==> src/rtl/exe_stack_unit.sv <==
// Hardware LIFO for the EXE stage: pushes operand values, returns the top entry
// one cycle after a pop, and reports occupancy plus sticky overflow/underflow flags.
module exe_stack_unit #(
  parameter int DEPTH = 16,
  parameter int WIDTH = 32,
  parameter int PTR_W = 4
) (
  input  logic             clk,
  input  logic             rst,
  input  logic             pushEn,
  input  logic             popEn,
  input  logic [WIDTH-1:0] pushData,
  input  logic             clrErr,
  output logic [WIDTH-1:0] popData,
  output logic             popValid,
  output logic             full,
  output logic             empty,
  output logic [PTR_W:0]   count,
  output logic             overflow,
  output logic             underflow
);

  localparam logic [PTR_W:0] ONE      = (PTR_W+1)'(1);
  localparam logic [PTR_W:0] FULL_CNT = (PTR_W+1)'(DEPTH);

  logic [WIDTH-1:0] r_mem [DEPTH];
  logic [PTR_W:0]   r_sp;
  logic [WIDTH-1:0] r_pop_data;
  logic             r_pop_valid;
  logic             r_overflow;
  logic             r_underflow;

  logic             w_full;
  logic             w_empty;
  logic [PTR_W:0]   w_sp_m1;
  logic [PTR_W-1:0] w_top_idx;
  logic [PTR_W-1:0] w_free_idx;
  logic             w_mem_we;
  logic [PTR_W-1:0] w_mem_idx;
  logic [WIDTH-1:0] w_top_data;

  assign w_full     = (r_sp == FULL_CNT);
  assign w_empty    = (r_sp == '0);
  assign w_sp_m1    = r_sp - ONE;
  assign w_top_idx  = w_sp_m1[PTR_W-1:0];
  assign w_free_idx = r_sp[PTR_W-1:0];
  assign w_top_data = r_mem[w_top_idx];

  // Push-only writes the free slot; push+pop on a non-empty stack overwrites the top.
  always_comb begin
    w_mem_we  = 1'b0;
    w_mem_idx = w_free_idx;
    if (pushEn && !popEn && !w_full) begin
      w_mem_we  = 1'b1;
      w_mem_idx = w_free_idx;
    end else if (pushEn && popEn && !w_empty) begin
      w_mem_we  = 1'b1;
      w_mem_idx = w_top_idx;
    end
  end

  always_ff @(posedge clk) begin
    if (rst && w_mem_we) begin
      r_mem[w_mem_idx] <= pushData;
    end
  end

  always_ff @(posedge clk) begin
    if (!rst) begin
      r_sp        <= '0;
      r_pop_data  <= '0;
      r_pop_valid <= 1'b0;
      r_overflow  <= 1'b0;
      r_underflow <= 1'b0;
    end else begin
      r_pop_valid <= 1'b0;
      // Clear first so an error event later in this block takes priority.
      if (clrErr) begin
        r_overflow  <= 1'b0;
        r_underflow <= 1'b0;
      end
      unique case ({pushEn, popEn})
        2'b10: begin
          if (w_full) r_overflow <= 1'b1;
          else        r_sp       <= r_sp + ONE;
        end
        2'b01: begin
          if (w_empty) begin
            r_underflow <= 1'b1;
          end else begin
            r_pop_data  <= w_top_data;
            r_pop_valid <= 1'b1;
            r_sp        <= w_sp_m1;
          end
        end
        2'b11: begin
          r_pop_data  <= w_empty ? pushData : w_top_data;
          r_pop_valid <= 1'b1;
        end
        default: ;
      endcase
    end
  end

  assign popData   = r_pop_data;
  assign popValid  = r_pop_valid;
  assign full      = w_full;
  assign empty     = w_empty;
  assign count     = r_sp;
  assign overflow  = r_overflow;
  assign underflow = r_underflow;

endmodule

==> config.mk <==
export PLATFORM = sky130hd
export DESIGN_NAME = exe_stack_unit
export DESIGN_NICKNAME = d
export VERILOG_FILES = /design/src/rtl/exe_stack_unit.sv
export SDC_FILE = /design/constraint.sdc
export NUM_CORES = 1
export LEC_CHECK = 0
export CAP_MARGIN = 15
export CORE_MARGIN = 3
export CORE_UTILIZATION = 40
export DETAILED_ROUTE_END_ITERATION = 8
export PLACE_DENSITY = 0.52
export SLEW_MARGIN = 20
export SYNTH_ARGS = -nofsm -noshare
export SYNTH_HDL_FRONTEND = slang
export SYNTH_SLANG_ARGS = --single-unit
==> constraint.sdc <==
create_clock -name clk -period 4.9 [get_ports clk]
set_input_delay 0.735 -clock clk [delete_from_list [all_inputs] [get_ports clk]]
set_output_delay 0.735 -clock clk [all_outputs]
set_load 0.03 [all_outputs]
After elaboration in Yosys (flattened, before gate mapping)
Memory sizes are Yosys's and may differ from the RTL's.
Index checks and enable logic that the tools add are counted.
{"block": "word_totals", "reg_bits": 40, "ram_bits": 512, "in_bits": 37, "wordCells": 47, "mem_count": 1}
{"name": "r_mem", "depth": 16, "word_bits": 32, "read_ports": 1, "rd_ports_with_merged_regs": 0, "wr": 1, "line": "26", "text": "logic [WIDTH-1:0] r_mem [DEPTH];"}
{"block": "classes", "addsub": 2, "eq_ne": 6, "mux": 20, "reduce_logical": 13}
{"op": "32-bit 2-to-1 mux", "count": 2}
{"op": "32-bit case mux with 2 select lines", "count": 1}
{"op": "1-bit 2-to-1 mux", "count": 11}
{"op": "5-bit 2-to-1 mux", "count": 2}
{"op": "5-bit case mux with 2 select lines", "count": 1}
{"op": "4-bit 2-to-1 mux", "count": 2}
{"op": "5-bit by 1-bit adder with 5-bit output, second input constant", "count": 1}
{"op": "5-bit equality test, second input constant", "count": 1}
{"op": "1-bit logical AND", "count": 5}
{"op": "5-bit zero test", "count": 1}
{"op": "5-bit by 1-bit subtractor with 5-bit output, second input constant", "count": 1}
{"op": "2-bit equality test, second input constant", "count": 2}
{"op": "2-bit != test, second input constant", "count": 2}
{"op": "2-bit nonzero test", "count": 2}
{"op": "1-bit zero test", "count": 3}
{"op": "3-bit AND reduction", "count": 1}
{"op": "2-bit by 1-bit equality test with 1-bit output, second input constant", "count": 1}
{"op": "1-bit case mux with 2 select lines", "count": 1}
{"op": "2-bit AND reduction", "count": 1}

Depth between registers and ports, before layout
Gate-level depths: netlist of run 1.
{"block": "depth", "ltp_word": 8, "depth_mapped": 12, "ltp_nobuf": 8}

Worst setup path before layout of run 1
No wires, ideal clock.
{"block": "synth_path", "kind": "register to register", "from": "register r_sp[0] (netlist: count[0])", "to": "memory r_mem[0][0], enable pin", "setup_ps": 421, "arrival_time_ps": 3702, "required_ps": 4479, "setup_slack_ps": 777, "stages_incl_launch_ff": 11, "n_path_buf": 3, "synth_period_minus_slack_ps": 4123, "path_cell_list": "dfxtp_1 -> buf_4 -> clkinv_1 -> clkbuf_1 -> ha_1 -> or4b_1 -> buf_2 -> a311oi_1 -> a41oi_2 -> nand2b_1 -> nor2_1"}
{"block": "synth_between", "elab_chain_len": 8}
{"element": "start, declared", "line": "27", "text": "logic [PTR_W:0] r_sp;"}
{"element": "start signal, assigned", "line": "85", "text": "else r_sp <= r_sp + ONE;"}
{"element": "start signal, assigned", "line": "93", "text": "r_sp <= w_sp_m1;"}
{"element": "5-bit zero test", "line": "43", "text": "assign w_empty = (r_sp == '0);"}
{"element": "1-bit zero test", "line": "56", "text": "end else if (pushEn && popEn && !w_empty) begin"}
{"element": "1-bit logical AND", "line": "56"}
{"element": "1-bit 2-to-1 mux", "line": "56"}
{"element": "1-bit 2-to-1 mux", "line": "53", "text": "if (pushEn && !popEn && !w_full) begin"}
{"element": "1-bit logical AND", "line": "63", "text": "if (rst && w_mem_we) begin"}
{"element": "1-bit 2-to-1 mux", "line": "63"}
{"element": "1-bit 2-to-1 mux (implied by the code)", "line": "64", "text": "r_mem[w_mem_idx] <= pushData;"}
{"element": "end, declared", "line": "26"}
Parallel ways exist; a longest one is shown, timed or not.

Worst setup path in the final report of run 1
{"block": "layout_path", "from": "register r_sp[2] (netlist: count[2])", "to": "output port empty"}
{"block": "layout_between", "elab_chain_len": 1}
{"element": "5-bit zero test", "line": "43"}
{"element": "end, declared", "line": "17", "text": "output logic empty,"}
Every way passes these cells.

==> reports/qor.yml, run 1 <==
final_antenna_net_count: 0
min_delay_path_depth: 2
finalSetupTns_ns: 0
cp_top_family: "buffers and inverters"
cp_slowest_cell: "or4b_1"
grt_max_degree: 102
cts.htree.levels: 2
cp_max_fo: 19
reg2reg_depth: 6
powerDensity_nw_per_um2: 476
hold_end: "overflow$_SDFF_PN0_"
vias: 10995
critPathCaptureType: "primary output"
vdd_drop_max_uv: 429
synth_ff_type: "edfxtp_1"
die_x_microns: 237
async_flop_share_pct: 0
r2r-start: "count[2]$_SDFFE_PN0P_"
cts_max_path_buffers: 3
hold_viol: 0
setup-violations-final: 0
dr.first_iter.drc_count: 1035
drive_gt1_share_pct: 20.0
first_pass_iters: 7
required_ns: 4.16
slew_violations: 0
arrival_ns: 2.92
slew_headroom_pct: 28.5
synthesis.area_sq_um: 21400
crit_type: "flop to primary output"
grt-ovfl-total: 0
die-area_sq_um: 56400
cts-root-buf: "clkbuf_16"
cts_inserted_buffers: 57
synth_area_leader_cell: "edfxtp_1"
yosys_warnings: 0
crit_buf_inv: 2
pin_count: 79
yosysMostFrequentCell: "edfxtp_1"
syn2layout_area_growth_pct: 17.4
path_cells: "or4b_1, inv_1, clkdlybuf4s50_1"
die_h_microns: 237
status: "complete, no violations"
cp_num_cells: 3
cp-start-kind: "flop"
totalWireLength_microns: 51000
clk_latency_ns: 0.62
cts_setup_buffers: 0
drc_errors: 0
ctsHoldBuffers: 0
netlist_instances: 1117
dp_hpwl_microns: 28900
final_cells: 1951
synth_cell_types: 50
cts.sinks: 552
num_rows: 84
coreArea_sq_um: 52800
cts_resized: 0
synth_fp_nets: 1157
hold_class: "flop to flop"
fin_crit_ns: 3.66
initial_utilization_pct: 40.6
max_cap_violations: 0
synth_enable_flop_cells: 512
wl_per_cell_microns: 26.2
viasPerCell: 5.64
finClkSkew_ns: 0.0178
grt_pass1_wl_microns: 76200
r2r_slack_ns: 1.43
max_slew.worst_pin.slew_ns: 1.07
synth_seq_area_share_pct: 75.5
numPortBuffers: 78
finalNetCount: 1255
rsz0062_at_grt: "false"
first_global_vias: 11104
antenna_cells: 0
synth.area.top_cells: "edfxtp_1, mux4_2, dfxtp_1, mux2i_1, a221oi_1"
critPathMaxStageDelay_ns: 0.79
syn_area_per_cell_sq_um: 19.2
cts_tree: "done"
power.leakage_nw: 7.79
post-route-period-util_pct: 74.7
antenna_found_initial: 0
clk_pin_slew_ns: 0.06
hp-start: "overflow$_SDFF_PN0_"
place.gp.congestion: 0.728
fmax_ghz: 0.273
rr_endpoint: "r_mem[0][3]$_DFFE_PP_"
synthTopCellsByCount: "edfxtp_1, mux4_2, nor2_1, a221oi_1, mux2i_1"
synth_seq_cells: 552
track_usage_pct: 18.2
dpl.cell_count: 1844
synth.top_cell.area_share_pct: 71.8
kinds of logic (layout without fill, tap and decap cells):
family,count (synthesis),count (layout),share of synthesized area [%]
compound gates,181,181,6.18
xor+xnor,11,11,0.485
fa+ha+maj,3,3,0.175
buf+inv,78,224,1.72
flops,552,552,75.5
mux,160,160,13.1
simple gates,132,132,2.79
worst max path at each step:
| stage | from | to | slack (ns) |
|---|---|---|---|
| global route | count[1]$_SDFFE_PN0P_ | empty | 1.10 |
| detailed placement | popEn | r_mem[15][14]$_DFFE_PP_ | 1.14 |
| finish | count[2]$_SDFFE_PN0P_ | empty | 1.24 |
| CTS | count[1]$_SDFFE_PN0P_ | empty | 1.20 |
| floorplan | count[0]$_SDFFE_PN0P_ | r_mem[0][0]$_DFFE_PP_ | 0.78 |
| global placement | popEn | r_mem[15][15]$_DFFE_PP_ | 1.21 |
routing by layer:
metal | vias up | share of wire, % | wire [microns] | GRT usage [%]
li1 | 4829 | - | - | -
met1 | 5809 | 45 | 23000 | 26.4
met2 | 283 | 48 | 24500 | 29.2
met3 | 74 | 5.0 | 2540 | 3.07
met4 | 0 | 1.9 | 964 | 4.24
met5 | - | 0 | 0 | 0
flip-flops by register name (all words and copies together) (netlist names):
signal,count
popData,32
r_mem,512
count,5
popValid,1
underflow,1
overflow,1
cell usage in the layout, fill, tap and decap left out, types with 11 or more instances in the layout:
master | Yosys | layout
edfxtp_1 | 512 | 512
mux4_2 | 97 | 97
clkdlybuf4s50_1 | 0 | 77
nor2_1 | 85 | 67
mux2i_1 | 62 | 62
a221oi_1 | 62 | 62
clkbuf_16 | 0 | 57
dfxtp_1 | 40 | 39
a21oi_1 | 35 | 35
o221ai_1 | 32 | 32
o21ai_0 | 28 | 28
buf_4 | 3 | 24
nor2_4 | 0 | 18
clkbuf_1 | 43 | 17
nand2_1 | 13 | 12
buf_12 | 0 | 11
final cells by class:
cell class	instances	area, sq um
fill	4390	27600
inverter	4	15.0
sequential	552	16200
multi-input combinational	487	5070
timing repair buffer	113	1180
clock inverter	25	241
tap	688	861
clock buffer	82	1600
per-stage QoR:
step	area, sq um	power (mW)	worst slack, ns	hold WS, ns	util, %
after global routing	25100	12.5	1.10	0.541	47.7
after floorplan	21400	7.01	0.777	0.600	-
after global placement	23300	7.87	1.21	0.476	44.2
after detailed placement	23300	7.88	1.14	0.488	44.2
final	25100	12.0	1.24	0.499	47.7
after CTS	25100	12.1	1.20	0.499	47.7
report_power, final:
group	internal, mW	total (mW)	leakage [nW]	switching [mW]
clock	2.44	4.23	0.904	1.80
combinational	0.955	2.35	1.94	1.40
sequential	5.29	5.39	4.94	0.0940
tightest hold or removal path: stages, from the launching register on:
cell      delay (ns)
dfxtp_1         0.31
nand2b_1        0.07
a21boi_0        0.07
Power figures use the tool's default switching activity.
==> run 2: changes to the inputs <==
Settings changed: PLACE_DENSITY 0.52 to 0.54.
Clock period 4.9 ns to 3.3 ns, I/O delays scaled along.
==> reports/qor.yml, run 2 (synthesized netlist as in run 1, its figures left out) <==
status: "complete, no violations"
rsz0062_at_grt: "false"
powerDensity_nw_per_um2: 701
finClkSkew_ns: 0.0124
cts_inserted_buffers: 56
hold_class: "flop to flop"
finalNetCount: 1274
netSwitchingPower_mw: 4.85
regMostFlops: "r_mem"
cts_resized: 0
finalSetupTns_ns: 0
total_power_mw: 17.7
cts_tree: "done"
required_ns: 3.61
largest_register_ffs: 512
arrival_ns: 3.32
die_x_microns: 237
fmax_ghz: 0.332
setup-violations-final: 0
grt_max_degree: 65
fillCellCount: 4421
final_cell_mix: "edfxtp_1, mux4_2, clkdlybuf4s50_1, nor2_1"
seqPwrFrac_pct: 45.2
final_antenna_net_count: 0
grt_pass1_wl_microns: 76900
clk_latency_ns: 0.60
viasPerCell: 5.71
netSwitchingFraction_pct: 27.5
initial_utilization_pct: 40.6
pin_count: 79
num_rows: 84
totalWireLength_microns: 51900
first_global_vias: 11531
die_h_microns: 237
combPwrFrac_pct: 20.2
place.gp.congestion: 0.769
antenna_cells: 0
final_common_cell: "edfxtp_1"
vias: 11235
cts.htree.levels: 2
dp_hpwl_microns: 29800
die-area_sq_um: 56400
post-route-period-util_pct: 91.3
antenna_found_initial: 1
wl_per_cell_microns: 26.4
cp_max_fo: 21
ctsHoldBuffers: 0
numPortBuffers: 78
grt-ovfl-total: 0
multi_input_area_sq_um: 5070
placed_area_sq_um: 23400
vdd_drop_max_uv: 425
syn2layout_area_growth_pct: 17.5
clk_pin_slew_ns: 0.06
fin_crit_ns: 3.01
hold_viol: 0
drc_errors: 0
first_pass_iters: 5
power.leakage_nw: 7.84
max_slew.worst_pin.slew_ns: 1.19
dr.first_iter.drc_count: 1081
internal_power_mw: 12.8
cts_setup_buffers: 0
max_cap_violations: 0
track_usage_pct: 18.5
cp-start-kind: "flop"
crit_type: "flop to flop"
drive_gt1_share_pct: 21.4
cts-root-buf: "clkbuf_16"
coreArea_sq_um: 52800
slew_violations: 0
p_clk_share_pct: 34.6
cts.sinks: 552
seq_area_sq_um: 16200
critPathCaptureType: "flop"
slew_headroom_pct: 20.4
final_area_sq_um: 25200
cts_max_path_buffers: 3
[run 2: cell count changes in the layout (fill, tap and decap cells not counted), moves of 3 or more]
cell / before / now
clkbuf_1: 17 / 20
buf_12: 11 / 7
clkinv_1: 9 / 3
clkbuf_8: 8 / 5
clkinvlp_4: 1 / 4
buf_4: 24 / 50
[run 2: path summary, 6_finish.rpt]
path,start,end,slack [ns],depth (start not counted)
max reg2reg,count[0]$_SDFFE_PN0P_,r_mem[7][11]$_DFFE_PP_,0.29,8
min,overflow$_SDFF_PN0_,overflow$_SDFF_PN0_,0.49,2
min reg2reg,overflow$_SDFF_PN0_,overflow$_SDFF_PN0_,0.49,2
max,count[0]$_SDFFE_PN0P_,r_mem[7][11]$_DFFE_PP_,0.29,8
[run 2: final cells by class]
cell class                      count  area share (%)
Sequential cell                   552            64.3
Multi-Input combinational cell    487            20.2
Tap cell                          688            3.42
Inverter                            4          0.0596
Clock inverter                     23           0.905
Timing Repair Buffer              133            5.05
Clock buffer                       81            6.14
[run 2: power groups by stage]
stage | logic (mW) | registers [mW] | clock network (mW)
finish | 3.57 | 7.98 | 6.11
global route | 3.83 | 7.99 | 6.55
CTS | 3.63 | 7.98 | 6.26
detailed placement | 3.62 | 8.12 | 0
global placement | 3.60 | 8.12 | 0
floorplan | 2.15 | 8.28 | 0
[run 2: per-stage QoR]
step | hold WS, ns | std cells | setup WS [ns] | util, %
2_1_floorplan | 0.594 | 1117 | -0.227 | -
5_1_grt | 0.517 | 1968 | 0.132 | 47.7
3_5_place_dp | 0.486 | 1864 | 0.113 | 44.3
4_1_cts | 0.496 | 1968 | 0.292 | 47.7
3_3_place_gp | 0.476 | 1864 | 0.168 | 44.3
6_report | 0.490 | 1968 | 0.286 | 47.7
[run 2: worst max-delay path, cell delays in order (launching register included)]
cell	delay, ns
dfxtp_4	0.35
clkinv_1	0.11
ha_4	0.16
or4b_1	0.61
nand3_1	0.28
nor3_1	0.07
a31oi_1	0.74
nor2_4	0.07
buf_4	0.30
[run 2: routing by layer]
metal	track usage, %	vias up	routed length, microns
met5	0	-	11
li1	-	4867	-
met1	25.6	5922	22400
met3	2.88	86	2720
met2	30.4	358	25300
met4	6.32	2	1540
==> run 3: changes to the inputs <==
Settings changed: HOLD_SLACK_MARGIN from default to 0.1.
==> results of run 3 <==
No change in the layout: final DEF, timing and power equal those of run 2.
